==> src/rtl/tone_sequencer.sv <==
// Tone sequencer: plays a writable note program as a square wave with
// play/pause/stop control, optional looping and an end-of-song done pulse.
module tone_sequencer #(
    parameter int MAX_LEN    = 64,
    parameter int DUR_W      = 2,
    parameter int TICK_DIV   = 30000000,
    parameter int TONE_SHIFT = 0
) (
    input  logic               clk100mhz,
    input  logic               clr,
    input  logic               start,
    input  logic               stop,
    input  logic               loop_en,
    input  logic [7:0]         how_long,
    input  logic               wr_en,
    input  logic [7:0]         wr_addr,
    input  logic [5+DUR_W-1:0] wr_data,
    output logic               sound,
    output logic               playing,
    output logic               paused,
    output logic [7:0]         play_position,
    output logic [4:0]         play_note,
    output logic               done
);
    // state | meaning
    // IDLE  | stopped, outputs at rest values, program writable
    // PLAY  | sounding note play_position, tick/duration/tone counters running
    // PAUSE | counters frozen, sound held low

    localparam int NOTE_W = 5 + DUR_W;
    localparam int ADDR_W = (MAX_LEN > 1) ? $clog2(MAX_LEN) : 1;
    localparam int TICK_W = (TICK_DIV > 1) ? $clog2(TICK_DIV) : 1;
    localparam logic [TICK_W-1:0] TICK_LAST = TICK_W'(TICK_DIV - 1);
    localparam logic [7:0]        LEN_MAX   = 8'(MAX_LEN);

    typedef enum logic [1:0] {
        S_IDLE,
        S_PLAY,
        S_PAUSE
    } state_t;

    state_t              state_q, state_d;
    logic [7:0]          pos_q, pos_d;
    logic [NOTE_W-1:0]   note_q, note_d;
    logic [TICK_W-1:0]   tick_q, tick_d;
    logic [DUR_W:0]      dur_q, dur_d;
    logic [31:0]         tone_q, tone_d;
    logic                sound_q, sound_d;
    logic                done_q, done_d;

    logic [NOTE_W-1:0]   mem_q [MAX_LEN];

    logic [7:0]          len;
    logic [31:0]         base_p;
    logic [31:0]         half_sh;
    logic [31:0]         half;
    logic                is_rest;
    logic                tick_wrap;
    logic                note_end;
    logic [8:0]          pos_inc;
    logic                has_next;
    logic [7:0]          load_pos;

    // Unshifted half-period in clocks; zero marks a rest (degree 0 or octave 3).
    function automatic logic [31:0] base_half(input logic [4:0] code);
        case (code)
            5'b00_001: base_half = 32'd191110;
            5'b00_010: base_half = 32'd170265;
            5'b00_011: base_half = 32'd151685;
            5'b00_100: base_half = 32'd143172;
            5'b00_101: base_half = 32'd127551;
            5'b00_110: base_half = 32'd113636;
            5'b00_111: base_half = 32'd101239;
            5'b01_001: base_half = 32'd95557;
            5'b01_010: base_half = 32'd85131;
            5'b01_011: base_half = 32'd75844;
            5'b01_100: base_half = 32'd71586;
            5'b01_101: base_half = 32'd63776;
            5'b01_110: base_half = 32'd56818;
            5'b01_111: base_half = 32'd50619;
            5'b10_001: base_half = 32'd47778;
            5'b10_010: base_half = 32'd42566;
            5'b10_011: base_half = 32'd37922;
            5'b10_100: base_half = 32'd35793;
            5'b10_101: base_half = 32'd31888;
            5'b10_110: base_half = 32'd28409;
            5'b10_111: base_half = 32'd25310;
            default:   base_half = 32'd0;
        endcase
    endfunction

    always_comb begin
        len       = (how_long > LEN_MAX) ? LEN_MAX : how_long;
        base_p    = base_half(note_q[4:0]);
        is_rest   = (base_p == 32'd0);
        half_sh   = base_p >> TONE_SHIFT;
        half      = (half_sh == 32'd0) ? 32'd1 : half_sh;
        tick_wrap = (tick_q == TICK_LAST);
        note_end  = tick_wrap && (dur_q == {1'b0, note_q[NOTE_W-1:5]});
        pos_inc   = {1'b0, pos_q} + 9'd1;
        has_next  = (pos_inc < {1'b0, len});
        load_pos  = has_next ? pos_inc[7:0] : 8'd0;
    end

    always_comb begin
        state_d = state_q;
        pos_d   = pos_q;
        note_d  = note_q;
        tick_d  = tick_q;
        dur_d   = dur_q;
        tone_d  = tone_q;
        sound_d = sound_q;
        done_d  = 1'b0;

        case (state_q)
            S_IDLE: begin
                if (start && (len != 8'd0)) begin
                    state_d = S_PLAY;
                    pos_d   = '0;
                    note_d  = mem_q[0];
                    tick_d  = '0;
                    dur_d   = '0;
                    tone_d  = '0;
                    sound_d = 1'b0;
                end
            end
            S_PLAY: begin
                if (is_rest) begin
                    tone_d  = '0;
                    sound_d = 1'b0;
                end else if (tone_q >= half - 32'd1) begin
                    tone_d  = '0;
                    sound_d = ~sound_q;
                end else begin
                    tone_d = tone_q + 32'd1;
                end

                tick_d = tick_wrap ? '0 : tick_q + TICK_W'(1);
                if (tick_wrap) begin
                    dur_d = dur_q + (DUR_W+1)'(1);
                end

                if (note_end) begin
                    if (has_next || loop_en) begin
                        pos_d   = load_pos;
                        note_d  = mem_q[load_pos[ADDR_W-1:0]];
                        dur_d   = '0;
                        tone_d  = '0;
                        sound_d = 1'b0;
                    end else begin
                        state_d = S_IDLE;
                        done_d  = 1'b1;
                    end
                end

                // The pausing edge still counts; end-of-song takes priority.
                if (start && (state_d == S_PLAY)) begin
                    state_d = S_PAUSE;
                    sound_d = 1'b0;
                end
            end
            S_PAUSE: begin
                sound_d = 1'b0;
                if (start) begin
                    state_d = S_PLAY;
                end
            end
            default: state_d = S_IDLE;
        endcase

        if (stop) begin
            state_d = S_IDLE;
            done_d  = 1'b0;
        end

        if (state_d == S_IDLE) begin
            pos_d   = '0;
            note_d  = '0;
            tick_d  = '0;
            dur_d   = '0;
            tone_d  = '0;
            sound_d = 1'b0;
        end
    end

    always_ff @(posedge clk100mhz) begin
        if (clr) begin
            state_q <= S_IDLE;
            pos_q   <= '0;
            note_q  <= '0;
            tick_q  <= '0;
            dur_q   <= '0;
            tone_q  <= '0;
            sound_q <= 1'b0;
            done_q  <= 1'b0;
        end else begin
            state_q <= state_d;
            pos_q   <= pos_d;
            note_q  <= note_d;
            tick_q  <= tick_d;
            dur_q   <= dur_d;
            tone_q  <= tone_d;
            sound_q <= sound_d;
            done_q  <= done_d;
        end
    end

    // Program memory survives clr; writes only land while stopped.
    always_ff @(posedge clk100mhz) begin
        if (wr_en && (state_q == S_IDLE) && (32'(wr_addr) < MAX_LEN)) begin
            mem_q[wr_addr[ADDR_W-1:0]] <= wr_data;
        end
    end

    assign sound         = sound_q;
    assign playing       = (state_q == S_PLAY);
    assign paused        = (state_q == S_PAUSE);
    assign play_position = pos_q;
    assign play_note     = note_q[4:0];
    assign done          = done_q;

endmodule

==> config.mk <==
export PLATFORM = sky130hd
export DESIGN_NAME = tone_sequencer
export DESIGN_NICKNAME = d
export VERILOG_FILES = /design/src/rtl/tone_sequencer.sv
export SDC_FILE = /design/constraint.sdc
export NUM_CORES = 1
export LEC_CHECK = 0
export ABC_CLOCK_PERIOD_IN_PS = 5800
export CAP_MARGIN = 20
export CORE_MARGIN = 4
export CORE_UTILIZATION = 45
export DETAILED_ROUTE_END_ITERATION = 12
export GPL_TIMING_DRIVEN = 0
export PLACE_DENSITY_LB_ADDON = 0.1
export SYNTH_ARGS = -nofsm -noshare
export SYNTH_HDL_FRONTEND = slang
export SYNTH_SLANG_ARGS = --single-unit
==> constraint.sdc <==
create_clock -name clk100mhz -period 5.8 [get_ports clk100mhz]
set_clock_uncertainty 0.05 [all_clocks]
set_input_delay 1.16 -clock clk100mhz [delete_from_list [all_inputs] [get_ports clk100mhz]]
set_output_delay 1.16 -clock clk100mhz [all_outputs]
set_load 0.005 [all_outputs]
; Yosys cells after proc, flatten, opt, wreduce, memory -nomap -nowiden
; Memory sizes are Yosys's and may differ from the RTL's. A register that Yosys moved wholly into a read port is not among the register bits.
; Cells that the tools add are included.
; Widths: inputs -> output; s select.
[word_totals]
reg_bits = 79
latch_bits = 0
output_inout_bits = 17
inputBits = 29
rom_bits = 576
n_memories = 2
mem_bits_rw = 448
[memory_table]
columns = memory, depth, width, rd, rd_ports_with_merged_regs, write_ports, line
row1 = (name not given), 32, 18, 1, 1, 0, 66  ; case (code)
row2 = mem_q, 64, 7, 2, 0, 1, 51  ; logic [NOTE_W-1:0] mem_q [MAX_LEN];
[classes]
magnitude_cmp = 4
shift = 0
n_eq_ne = 8
addsub = 5
n_mul = 0
n_mux = 45
n_div = 0
reduce_logical = 17
bitwise = 3
[ops]
columns = operator, n
row1 = $mux 32, 6
row2 = $pmux 32 s2, 1
row3 = $mux 25, 2
row4 = $pmux 25 s2, 1
row5 = $mux 8, 5
row6 = $add 32x1->32 const B, 1
row7 = $ge 32x32->1, 1
row8 = $logic_not 32->1, 1
row9 = $sub 32x1->32 const B, 1
row10 = $add 25x1->25 const B, 1
row11 = $eq 25x25->1 const B, 1
row12 = $mux 7, 3
row13 = $pmux 8 s2, 1
row14 = $mux 2, 7
row15 = $pmux 7 s2, 1
row16 = $mux 3, 4
row17 = $mux 5, 2
row18 = $add 8x1->9 const B, 1
row19 = $lt 9x8->1, 1
row20 = $mux 1, 9
row21 = $gt 8x7->1 const B, 1
row22 = $lt 8x7->1 const B, 1
row23 = $reduce_bool 8->1, 1
row24 = $pmux 2 s3, 1
row25 = 18 further kinds, 28

; Longest topological paths before layout
[logic_depth]
ltp_word = 15
mapped_depth = 28
ltp_nobuf = 24

; Worst setup path before layout
; OpenSTA, ideal clock, no wires.
[synth_path]
path_type = reg2reg
from = reg pos_q[0], in the netlist play_position[0]
to = reg, netlist name base_p[0]
arrival_ns = 5.440
setup_time_ns = 0.062
slack_ns = 0.248
stages_incl_launch_ff = 28
period_less_slack_ns = 5.552
cell_sequence = dfxtp_1 buf_2 buf_1 clkbuf_1 clkbuf_1 nand4_1 xnor2_1 ha_1 nand3_1 or2_2 and3_1 buf_6 buf_2 nand3_1 buf_2 nor2_1 a41o_1 a41oi_1 o21ai_0 or2_2 buf_2 nor2_1 inv_1 ha_1 inv_1 o21a_1 a2111o_1 nand3_1
[synth_between]
elab_chain_cells = 14
word_cells_on_any_way = 22
[synth_rtl]
columns = element, line
row1 = start: declaration, 43  ; logic [7:0] pos_q, pos_d;
row2 = start signal: assignment, 198  ; pos_q <= pos_d;
row3 = $add 8x1->9 *, 100  ; pos_inc = {1'b0, pos_q} + 9'd1;
row4 = branches (longest 12 deep; another with $lt 9x8->1), --
row5 = $mux 5 (no source line) *, --
; Every way passes the cells marked *. The select of a mux whose other input is x is not followed.
; A chain may end at the register's enable or synchronous reset.

; Worst setup path after layout
[layout_path]
from = reg pos_q[2], in the netlist play_position[2]
to = reg, netlist name base_p[15]
[layout_between]
elab_chain_cells = 14
word_cells_on_any_way = 22
[layout_rtl]
columns = element, line
row1 = $add 8x1->9 *, 100
row2 = branches (longest 12 deep; another with $lt 9x8->1), --
row3 = $mux 5 (no source line) *, --
; Marked as above.

==> key figures <==
Run status
  • Status: completed

Finish
  • Post-Layout Cell Count: 3032
  • Filler Cells Inserted: 4695
  • Share of post-route cells with drive strength above 1: 15.8%
  • Seq. cell area: 15400 sq um
  • Nets@finish: 2310
  • Post-layout util: 53.9%
  • Commonest cells after routing, fill and taps aside: edfxtp_1 (448), nor2_1 (180), nand2_1 (179)
  • Commonest non-fill, non-tap cell in the layout: edfxtp_1
  • Multi-input gate area: 9340 sq um
  • Area Growth Syn to Fin: 18.7%

GRT
  • Antenna violations before repair: 3
  • Aggregate global-route resource usage: 29.0%
  • Total gr overflow: 0
  • Global-route wire length before repair: 126000 microns
  • Number of global-route vias before repair: 18300
  • Pin count of the biggest net entering global routing: 55

Floorplanning
  • Initial Util: 45.4%
  • Core area: 55000 sq um
  • FP Rows: 86
  • Die Area: 59300 sq um
  • # IOs: 46
  • DIE WIDTH: 243 microns
  • Die Ht: 243 microns

Setup path
  • Worst path bufs/invs: 3
  • CP max FO: 10
  • Worst EP required: 6.30 ns
  • Crit path top cell by count: nand4_1
  • Critical Path Start: play_position[2]
  • RR Startpoint: play_position[2]
  • Crit path cell chain: nand3_1 > xor2_2 > clkinvlp_4 > ha_1 > nand4_1 > nor2_2 > a31oi_2 > nand2_4 > buf_4 > buf_4 > nor2_1 > o21ai_0 > nand4_1 > nand4_1 > o41ai_4 > nand3_2 > mux2_4 > o221ai_2
  • CP Capture Type: register
  • CP Data Arrival Time: 6.25 ns
  • Critical Path Source Type: register
  • Delay of the slowest critical-path stage: 0.75 ns
  • Cells on worst reg2reg path: 18
  • Reg2reg setup slack: 0.05 ns
  • Crit Path Class: register to register
  • Slowest CP cell: o41ai_4
  • CP top delay family: simple AND/OR/NAND/NOR gates
  • Reg2reg end: base_p[15]

Clocking
  • Total CTS buffers: 59
  • CTS tree: yes
  • Clock insertion delay at the later pin of the skew report: 0.66 ns
  • Worst-case clock buffer depth: 3
  • Root buffer cell: clkbuf_16
  • Clock sinks: 545
  • CTS H-tree lvls: 2
  • Quantity of hold-fixing buffers added after cts: 0
  • Clk pin slew, worst setup/hold paths: 0.06 ns

Routing
  • DR vias/cell: 6.28
  • DRT Pass-1 Iters: 6
  • Final WL: 87800 microns
  • Drt wl/cell: 29.0 microns
  • Via count: 19000
  • # DRC: 0
  • Antenna Nets Post-Route: 0
  • DR iter-0 viols: 2469

Placed design
  • Placer Congestion: 1.04
  • Pre-CTS WS: -2.47 ns
  • # port buffers: 42
  • DP HPWL: 63000 microns
  • Placed insts: 2892

Min path
  • Hold path endpoint: tick_q[23]
  • Hold Crit Depth: 2
  • Hold Startpoint: tick_q[23]
  • Worst hold path class: register to register

STA
  • Fin. Hold Viols: 0
  • Setup violators final: 0
  • Relative slew slack: 16.4%
  • FMAX: 0.174 GHz
  • Final worst path period share: 99.2%
  • Setup ws final: 0.0462 ns
  • Max-slew violations: 0
  • Worst slew pin tran: 1.24 ns
  • Minimum clock period after layout: 5.75 ns

Logic synthesis
  • Syn Area/Cell: 12.0 sq um
  • Cell Area, Synth: 25000 sq um
  • Cells after synthesis: 2082
  • EDFF count, synth: 448
  • Yosys top cell by area: edfxtp_1
  • Largest cells by area after synthesis: edfxtp_1 (54%), dfxtp_1 (7.8%), nor2_1 (2.8%), nand2_1 (2.8%), nand3_1 (2.7%)
  • Top-area cell type share of the netlist area: 53.9%
  • Yosys warns: 0
  • Post-synth ARST share: 0%
  • Prevailing post-synth register cell: edfxtp_1
  • Flops & latches, synth: 545
  • Post-synth cell types: 97
  • Register area share after synthesis: 61.7%

Pwr
  • Power density over the cells: 303 nW/um^2
  • Int Power: 6970 uW
  • Sw Share: 22.4%
  • Seq pwr share: 47.3%
  • P_leak: 0.0100 uW
  • Net Switching: 2010 uW
  • Clk pwr share: 46.7%
  • Worst VDD drop: 0.249 mV
  • Combinational power share: 6.0%

Flow run
  • # Max-Cap Violations: 0
## worst min-delay path, cell delays in order, from the launching register on
cell,delay (ns)
dfxtp_1,0.34
xor2_1,0.07
nor2_1,0.07
## sequential cells by signal, summed over array words and instances (netlist names)
register	cells
base_p	18
done	1
dur_q	3
mem_q	448
note_q	7
play_position	8
sound	1
state_q	2
tick_q	25
tone_q	32
## area by class of cell
| cell class | instances | share of cell area [%] |
|---|---|---|
| antenna | 2 | 0.0169 |
| buffer | 121 | 2.64 |
| clock buffer | 72 | 5.36 |
| clock inverter | 39 | 1.99 |
| inverter | 30 | 0.414 |
| multi-input combinational | 1385 | 31.5 |
| sequential | 545 | 52.0 |
| tap | 748 | 3.16 |
| timing repair buffer | 90 | 2.92 |
## stage by stage
stage / power, uW / area, sq um / setup TNS (ns) / hold slack (ns)
2_1_floorplan: 4610 / 25000 / 0 / 0.421
3_3_place_gp: 4820 / 26300 / -134.20 / 0.445
3_5_place_dp: 4830 / 26500 / -133.62 / 0.455
4_1_cts: 9000 / 29200 / 0 / 0.468
5_1_grt: 9230 / 29600 / -0.00122 / 0.496
6_report: 8980 / 29600 / 0 / 0.467
## Yosys cell counts, types with 7 or more instances
| cell type | number |
|---|---|
| a21oi_1 | 87 |
| a31oi_1 | 22 |
| buf_2 | 25 |
| nand2_1 | 183 |
| o21ai_0 | 54 |
| buf_1 | 13 |
| o311ai_0 | 11 |
| and3_1 | 32 |
| nand4_1 | 27 |
| nand3_1 | 134 |
| mux2i_1 | 59 |
| or2_2 | 25 |
| o221ai_1 | 27 |
| nand2b_1 | 17 |
| a211oi_1 | 25 |
| a2111oi_0 | 7 |
| mux2_2 | 18 |
| nor3_1 | 50 |
| dfxtp_1 | 97 |
| or3_1 | 31 |
| a21o_1 | 17 |
| or4_1 | 10 |
| xnor2_1 | 27 |
| clkbuf_1 | 68 |
| a22o_1 | 11 |
| buf_4 | 16 |
| o21a_1 | 9 |
| nor2_1 | 185 |
| inv_1 | 22 |
| o31ai_1 | 7 |
| edfxtp_1 | 448 |
| xor2_1 | 26 |
| o211ai_1 | 31 |
| a32oi_1 | 7 |
| nor4_1 | 13 |
| ha_1 | 49 |
| o22ai_1 | 10 |
| a221o_1 | 23 |
| a221oi_1 | 14 |
| nor2b_1 | 12 |
## repair_timing
item	in CTS	in global routing
pin swaps	14	17
setup endpoints to repair	94	49
gates resized for setup	119	59
buffers inserted	14	17
## layer usage
layer	vias to the layer above	track usage [%]	wire, microns
met4	0	10.3	3840
li1	8321	-	-
met1	9519	42.7	37900
met2	989	43.2	37700
met3	203	5.37	8260
met5	-	0	0
## kinds of logic after synthesis
family,Yosys count,share of synthesized area (%)
buf+inv,159,2.98
compound gates,440,12.9
other cells,1,0.0150
fa+ha+maj,49,2.46
flops,545,61.7
simple gates,756,14.8
xor+xnor,53,1.86
mux,79,3.28
## worst max-delay path by stage
stage / cells after the start / to / slack, ns
final: 18 / base_p[15] / 0.05
after global routing: 27 / tone_q[4] / -0.001
after CTS: 23 / base_p[0] / 0.007
after detailed placement: 25 / base_p[14] / -2.47
after global placement: 24 / base_p[14] / -2.56
after floorplan: 27 / base_p[0] / 0.25
## power by group through the flow
stage	Combinational, uW	Clock, uW	Sequential, uW
after floorplan	281	0	4330
after global placement	482	0	4340
after detailed placement	500	0	4330
after CTS	519	4230	4250
after global routing	584	4400	4250
final	542	4190	4250
Note: power is estimated with default switching activity, not from simulation.
